**src/rtl/note_slot_scheduler_pkg.sv**
```systemverilog
// Shared encodings and defaults for the note slot scheduler.
`default_nettype none

package note_slot_scheduler_pkg;

  localparam logic [1:0] SLOT_IDLE = 2'b00;

  localparam int DEF_NUM_SLOTS = 15;
  localparam int DEF_COLOUR_W  = 3;

  typedef enum logic {
    ST_IDLE  = 1'b0,
    ST_ISSUE = 1'b1
  } sched_state_t;

endpackage

`default_nettype wire

```
**src/rtl/note_slot_prio_enc.sv**
```systemverilog
// Lowest-index priority encoder: free vector -> one-hot grant plus any_free.
`default_nettype none

module note_slot_prio_enc #(
  parameter int WIDTH = 15
) (
  input  logic [WIDTH-1:0] free,
  output logic [WIDTH-1:0] grant,
  output logic             any_free
);

  logic found;

  always_comb begin
    grant = '0;
    found = 1'b0;
    for (int i = 0; i < WIDTH; i++) begin
      if (free[i] && !found) begin
        grant[i] = 1'b1;
        found    = 1'b1;
      end
    end
  end

  assign any_free = |free;

endmodule

`default_nettype wire

```
**src/rtl/note_slot_scheduler.sv**
```systemverilog
// Spawn-request scheduler: grants the lowest free note slot, pulses its start
// line with the latched colour, and tracks reservations until the slot acks.
`default_nettype none

module note_slot_scheduler
  import note_slot_scheduler_pkg::*;
#(
  parameter int NUM_SLOTS   = DEF_NUM_SLOTS,
  parameter int COLOUR_W    = DEF_COLOUR_W,
  parameter int ACK_TIMEOUT = 8
) (
  input  logic                          CLOCK_50,
  input  logic                          reset,
  input  logic                          spawn_valid,
  input  logic [COLOUR_W-1:0]           spawn_colour,
  output logic                          spawn_ready,
  input  logic [2*NUM_SLOTS-1:0]        slot_state,
  output logic [NUM_SLOTS-1:0]          slot_start,
  output logic [COLOUR_W*NUM_SLOTS-1:0] slot_colour,
  output logic [NUM_SLOTS-1:0]          busy_mask,
  output logic [7:0]                    spawn_count,
  output logic                          ack_error
);

  localparam int TIMER_W = (ACK_TIMEOUT > 1) ? $clog2(ACK_TIMEOUT) : 1;
  localparam logic [TIMER_W-1:0] TIMER_LAST = TIMER_W'(ACK_TIMEOUT - 1);

  sched_state_t         state, state_next;
  logic [NUM_SLOTS-1:0] occupied, reserved, free, grant, grant_now, timeout;
  logic                 any_free, accept;

  assign free      = ~occupied & ~reserved;
  assign busy_mask = ~free;
  assign accept    = spawn_valid & spawn_ready;
  assign grant_now = accept ? grant : '0;

  note_slot_prio_enc #(.WIDTH(NUM_SLOTS)) u_prio (
    .free     (free),
    .grant    (grant),
    .any_free (any_free)
  );

  // spawn_ready is forced low during reset since free slots already read as idle.
  always_comb begin
    state_next  = state;
    spawn_ready = 1'b0;
    case (state)
      ST_IDLE: begin
        spawn_ready = any_free & ~reset;
        if (spawn_valid && spawn_ready) state_next = ST_ISSUE;
      end
      ST_ISSUE: state_next = ST_IDLE;
      default:  state_next = ST_IDLE;
    endcase
  end

  always_ff @(posedge CLOCK_50 or posedge reset) begin
    if (reset) begin
      state       <= ST_IDLE;
      slot_start  <= '0;
      spawn_count <= 8'd0;
      ack_error   <= 1'b0;
    end else begin
      state      <= state_next;
      slot_start <= grant_now;
      if (accept) spawn_count <= spawn_count + 8'd1;
      if (|timeout) ack_error <= 1'b1;
    end
  end

  for (genvar i = 0; i < NUM_SLOTS; i++) begin : g_slot
    logic               res_r;
    logic [TIMER_W-1:0] timer_r;
    logic [COLOUR_W-1:0] colour_r;

    assign occupied[i] = (slot_state[2*i +: 2] != SLOT_IDLE);
    assign reserved[i] = res_r;
    assign timeout[i]  = res_r & ~occupied[i] & (timer_r == TIMER_LAST);
    assign slot_colour[COLOUR_W*i +: COLOUR_W] = colour_r;

    // A new grant takes priority over any reservation release in the same cycle.
    always_ff @(posedge CLOCK_50 or posedge reset) begin
      if (reset) begin
        res_r    <= 1'b0;
        timer_r  <= '0;
        colour_r <= '0;
      end else if (grant_now[i]) begin
        res_r    <= 1'b1;
        timer_r  <= '0;
        colour_r <= spawn_colour;
      end else if (res_r) begin
        if (occupied[i] || timeout[i]) res_r   <= 1'b0;
        else                           timer_r <= timer_r + TIMER_W'(1);
      end
    end
  end

endmodule

`default_nettype wire
```
**config.mk**
```make
export PLATFORM = sky130hd
export DESIGN_NAME = note_slot_scheduler
export DESIGN_NICKNAME = d
export VERILOG_FILES = /design/src/rtl/note_slot_scheduler_pkg.sv /design/src/rtl/note_slot_prio_enc.sv /design/src/rtl/note_slot_scheduler.sv
export SDC_FILE = /design/constraint.sdc
export NUM_CORES = 1
export LEC_CHECK = 0
export ABC_AREA = 1
export BUFFER_PORTS_ARGS = -buffer_cell sky130_fd_sc_hd__buf_2
export CAP_MARGIN = 5
export CELL_PAD_IN_SITES_DETAIL_PLACEMENT = 1
export CELL_PAD_IN_SITES_GLOBAL_PLACEMENT = 2
export CORE_MARGIN = 2
export CORE_UTILIZATION = 38
export CTS_BUF_LIST = sky130_fd_sc_hd__clkbuf_8
export DETAILED_ROUTE_END_ITERATION = 10
export PLACE_DENSITY = 0.95
export SYNTH_ARGS = -nofsm -noshare
export SYNTH_HDL_FRONTEND = slang
export SYNTH_HIERARCHICAL = 1
export SYNTH_SLANG_ARGS = --single-unit
```
**constraint.sdc**
```tcl
create_clock -name CLOCK_50 -period 6.4 [get_ports CLOCK_50]
set_input_delay 0 -clock CLOCK_50 [delete_from_list [all_inputs] [get_ports CLOCK_50]]
set_output_delay 0 -clock CLOCK_50 [all_outputs]
set_load 0.005 [all_outputs]
```
* After elaboration in Yosys (flattened, before gate mapping)
Cells that the tools add are included.
** Storage, ports and cells
- Register bits :: 130
- Input port bits :: 36
- Output and inout port bits :: 85
- Word-level logic and storage cells :: 361
** Cells by class
- Add/subtract/negate cells :: 16
- Eq/ne operators :: 30
- Muxes and demuxes :: 122
- Bitwise operators :: 53
- Reductions and logical operators :: 91
** Operators with widths (count)
- 2-to-1 mux 3 bit :: 45
- 2-to-1 mux 1 bit :: 75
- nonzero test 2 bit :: 30
- adder 3 x 1 -> 3 bit (second input constant) :: 15
- equality test 3 bit (second input constant) :: 15
- NOT 15 bit :: 3
- AND 1 bit :: 32
- inequality test 2 bit (second input constant) :: 15
- AND reduction 2 bit :: 15
- OR reduction 15 bit :: 2
- NOT 1 bit :: 17
- AND 15 bit :: 1
- logical AND 1 bit :: 15
- logical OR 1 bit :: 15
- 2-to-1 mux 15 bit :: 1
- zero test 1 bit :: 14
- adder 8 x 1 -> 8 bit (second input constant) :: 1
- case mux 1 bit (2 select lines) :: 1

* Longest topological paths before layout
- Word-level depth :: 49
- Mapped depth :: 14
- Mapped depth without buffers :: 13

* Modules after synthesis
The synthesis kept the hierarchy.
** Modules (own cells, without submodules)
- note_slot_scheduler :: instances 1, cells an instance 600, area an instance 5914.4 µm², seq. area each 3253.1 µm²
- note_slot_prio_enc :: instances 1, cells an instance 44, area an instance 216.5 µm², seq. area each 0.0 µm²

* Worst setup path before layout
No wires, ideal clock.
- Kind :: input to output
- Start :: in reset
- End :: out spawn_ready
- Data arrival time :: 3.001 ns
- Data required time :: 6.400 ns
- Path slack :: 3.399 ns
- Stages on the path :: 3
- Buffers on the path :: 0
- Cells stage by stage :: inv_1 > nand2_1 > nor2_1
** Between the ends
- Longest elaborated chain between the ends :: 3
** Ends and longest elaborated chain
- start, declared :: line note_slot_scheduler.sv:13 : input logic reset,
- NOT 1 bit :: line note_slot_scheduler.sv:49 : spawn_ready = any_free & ~reset;
- AND 1 bit :: line note_slot_scheduler.sv:49
- 2-to-1 mux 1 bit :: line note_slot_scheduler.sv:47 : case (state)
- end, declared :: line note_slot_scheduler.sv:16 : output logic spawn_ready,
Every way passes these cells.

* Worst setup path in the final report
- Start :: reg g_slot[0].res_r
- End :: reg g_slot[3].timer_r[2]
** Between the ends
- Elaborated cells on any way between the ends :: 21
- Classes of those cells :: eq/ne (1); mux (7); bitwise (4); reduce/logical (9)
** RTL lines
- start, declared :: line note_slot_scheduler.sv:72 : logic res_r;
- start signal, assigned :: line note_slot_scheduler.sv:84 : res_r <= 1'b0;
- start signal, assigned :: line note_slot_scheduler.sv:88 : res_r <= 1'b1;
- start signal, assigned :: line note_slot_scheduler.sv:92 : if (occupied[i] || timeout[i]) res_r <= 1'b0;
- NOT 15 bit * :: line note_slot_scheduler.sv:32 : assign free = ~occupied & ~reserved;
- AND 15 bit * :: line note_slot_scheduler.sv:32
- via free[0] :: line note_slot_scheduler.sv:29 : logic [NUM_SLOTS-1:0] occupied, reserved, free, grant, grant_now, timeout;
- OR reduction 15 bit * :: line note_slot_prio_enc.sv:25 : assign any_free = |free;
- via any_free :: line note_slot_scheduler.sv:30 : logic any_free, accept;
- AND 1 bit * :: line note_slot_scheduler.sv:49
- 2-to-1 mux 1 bit * :: line note_slot_scheduler.sv:47
- AND 1 bit * :: line note_slot_scheduler.sv:34 : assign accept = spawn_valid & spawn_ready;
- 2-to-1 mux 15 bit * :: line note_slot_scheduler.sv:35 : assign grant_now = accept ? grant : '0;
- inequality test 2 bit (no line) / nonzero test 2 bit (equally long branches)
- AND reduction 2 bit (no line)
- end signal, assigned :: line note_slot_scheduler.sv:93 : else timer_r <= timer_r + TIMER_W'(1);
- end, declared :: line note_slot_scheduler.sv:73 : logic [TIMER_W-1:0] timer_r;
The timed path passes the listed nets; every way through them passes the cells marked *.
A chain may end at the register's enable or synchronous reset.

==> out/results.txt <==
Maximum root-to-sink buffer count: 2
Largest net degree at the start of global routing: 73
Initial antenna violation count: 0
Layout overhead on the synthesized area: 18.0%
Top-count cell post-synth: dfrtp_1
CTS root buffer: clkbuf_8
Drt pass-1 iters: 4
Max Cap Viol: 0
PortBufs: 120
Total GRT Usage: 19.5%
Final Hold Vio Count: 0
Post-synth EDFFs: 0
Starting Density: 38.7%
CP peak stage delay: 0.53 ns
Mapped Avg Cell Area: 9.52 µm²
Most used cell, CP: nand2_1
Worst Min Path Start: slot_state[12]
Clock Sink Count: 130
Worst path slowest cell: nand2_1
TritonCTS Buffers: 17
Total Nets Final: 832
H-tree depth: 4
Crit path max-delay family: simple AND/OR/NAND/NOR gates
Fraction of layout cells with a size suffix above 1: 25.3%
Reg2reg start: g_slot[0].res_r$_DFF_PP0_
CORE AREA: 15800 µm²
Max-Slew Margin vs Limit: 35.5%
Hold Path Depth: 4
First-pass GRT wire length: 25.2 mm
Vias: 4719
Yosys top cell area share: 53.1%
Final worst slack: 3.64 ns
Final period util: 43.1%
Die Ht: 131 µm
Setup-failing EPs final: 0
Pwr/cell area: 281 nW/µm²
Gpl congestion: 0.768
DIE AREA: 17200 µm²
Synthesis-stage register bit count: 130
Worst r2r dst: g_slot[3].timer_r[2]$_DFFE_PP0P_
HPWL after DPL: 11.4 mm
Worst hold endpoint: g_slot[6].res_r$_DFF_PP0_
Post-synth top flop: dfrtp_1
Vias/cell: 4.76
Syn nets: 711
# diodes: 0
Netlist cell types: 30
DRC: 0
Worst slack, placed: 3.60 ns
CP Max Fanout: 22
Unrepaired setup endpoints after global routing: false
CP Capture Type: flip-flop
Total gr overflow: 0
Async SR Flop Fraction: 100%
Commonest cells in the netlist: dfrtp_1 (130), nand2_1 (129), nand3_1 (81)
HP Class: in -> reg
Clk Latency, worst-skew pair: 0.44 ns
Worst VDD drop: 138 µV
CTS tree: done
# rows: 46
Most area-consuming cells after synthesis: dfrtp_1 (53%), nand2_1 (7.9%), nand3_1 (6.6%)
Worst Path Buf+Inv: 1
Final wirelength: 15.6 mm
Cell taking the most area after synthesis: dfrtp_1
Synth warn: 6
Setup TNS: 0 ns
Max-slew violations: 0
Max Clock Freq: 363 MHz
Crit Path Category: reg -> reg
Worst path cell trace: nor2_1, nor2_2, nand2_2, nor2_4, nand3_1, nand3_2, clkinv_2, nand2_1, nand2_1, nand3_1, nand2_1
Vias in the first global route: 5081
Clock-pin slew on the worst setup and hold paths: 0.07 ns
Total power: 0.00203 W
Mapped Area: 6130 µm²
WP data arrival: 3.08 ns
Seq/Total Area, Yosys: 53.1%
Crit start category: flip-flop
Status: complete, no violations
Drt wl/cell: 15.8 µm
Setup slack, reg-to-reg: 3.64 ns
Period minus WS final: 2.76 ns
Post-DRT Antenna Nets: 0
Worst-Margin Slew: 0.966 ns
Post-Synthesis Cells: 644
Initial DRC count: 190
R2R depth: 11
Die X: 131 µm
Resized Gates After CTS: 0
Setup Skew: 0.00970 ns
I/O pins: 121
Req. time, crit path: 6.72 ns
Postcts setup bufs: 0
LEAKAGE: 4.37 nW
## sequential cells by signal (all words and copies together) (netlist names)
register / flops
ack_error: 1
g_slot.colour_r: 45
g_slot.res_r: 15
g_slot.timer_r: 45
slot_start: 15
spawn_count: 8
state: 1
## where the power goes
part / internal, W / total, W / switching (W)
Sequential: 0.000920 / 0.000994 / 0.0000745
Clock: 0.000411 / 0.000715 / 0.000304
Combinational: 0.000136 / 0.000323 / 0.000187
## routing by layer
| layer | GRT usage [%] | vias to the layer above | wire (µm) |
|---|---|---|---|
| met5 | 0 | - | 0 |
| met1 | 22.7 | 2309 | 6600 |
| met3 | 4.85 | 22 | 671 |
| li1 | - | 2295 | - |
| met4 | 7.07 | 0 | 301 |
| met2 | 34.8 | 93 | 8050 |
## logic make-up after synthesis
kind of cell | share of synthesized area (%)
compound gates | 5.20
flops | 53.1
fa+ha+maj | 6.33
xor+xnor | 2.71
buf+inv | 8.16
simple gates | 24.5
## area by class of cell
class,instances,area [µm²]
clock buffers,24,330
fillers,1878,8590
multi-input cells,415,2380
well taps,216,270
inverters,78,297
clock inverters,6,77.6
repair buffers,123,628
flip-flops and latches,130,3250
## cell usage in the layout, fill, tap and decap left out, types with 3 or more instances in the layout
cell / synthesis / layout
buf_2: 2 / 120
clkbuf_8: 0 / 24
clkinv_2: 1 / 3
dfrtp_1: 130 / 130
ha_1: 31 / 31
inv_1: 74 / 75
inv_2: 3 / 3
nand2_1: 129 / 129
nand2_4: 13 / 13
nand3_1: 81 / 81
nand3b_1: 15 / 15
nand4_1: 3 / 3
nor2_1: 64 / 64
o21ai_0: 9 / 9
o21ai_1: 18 / 18
o21ai_2: 21 / 21
xor2_1: 18 / 18
## how the worst max path moves through the flow
stage / cells after the start / from / end
global placement: 11 / g_slot[0].res_r$_DFF_PP0_ / g_slot[4].timer_r[1]$_DFFE_PP0P_
CTS: 11 / g_slot[0].res_r$_DFF_PP0_ / g_slot[3].timer_r[2]$_DFFE_PP0P_
global route: 11 / g_slot[0].res_r$_DFF_PP0_ / g_slot[3].timer_r[2]$_DFFE_PP0P_
detailed placement: 14 / slot_state[1] / g_slot[3].timer_r[2]$_DFFE_PP0P_
floorplan: 1 / reset / ack_error$_DFFE_PP0P_
finish: 11 / g_slot[0].res_r$_DFF_PP0_ / g_slot[3].timer_r[2]$_DFFE_PP0P_
## tightest hold or removal path, cell delays in order
cell      delay (ns)
buf_2           0.08
nor2_1          0.06
nand3b_1        0.18
nand2_1         0.11
## through the flow
stage               utilization (%)  std cells  hold slack (ns)  instance area (µm²)
global route                   45.7        992           0.0348                 7230
finish                         45.7        992           0.0389                 7230
detailed placement             43.0        960            0.215                 6810
CTS                            45.7        992          0.00371                 7230
global placement               43.0        960            0.201                 6810
floorplan                         -        644            0.173                 6130
## repair_timing
item | in CTS | in global routing
setup endpoints to repair | 0 | 0
hold endpoints to repair | 61 | 0
hold buffers | 2 | 0
(Power assumes the default switching activity.)
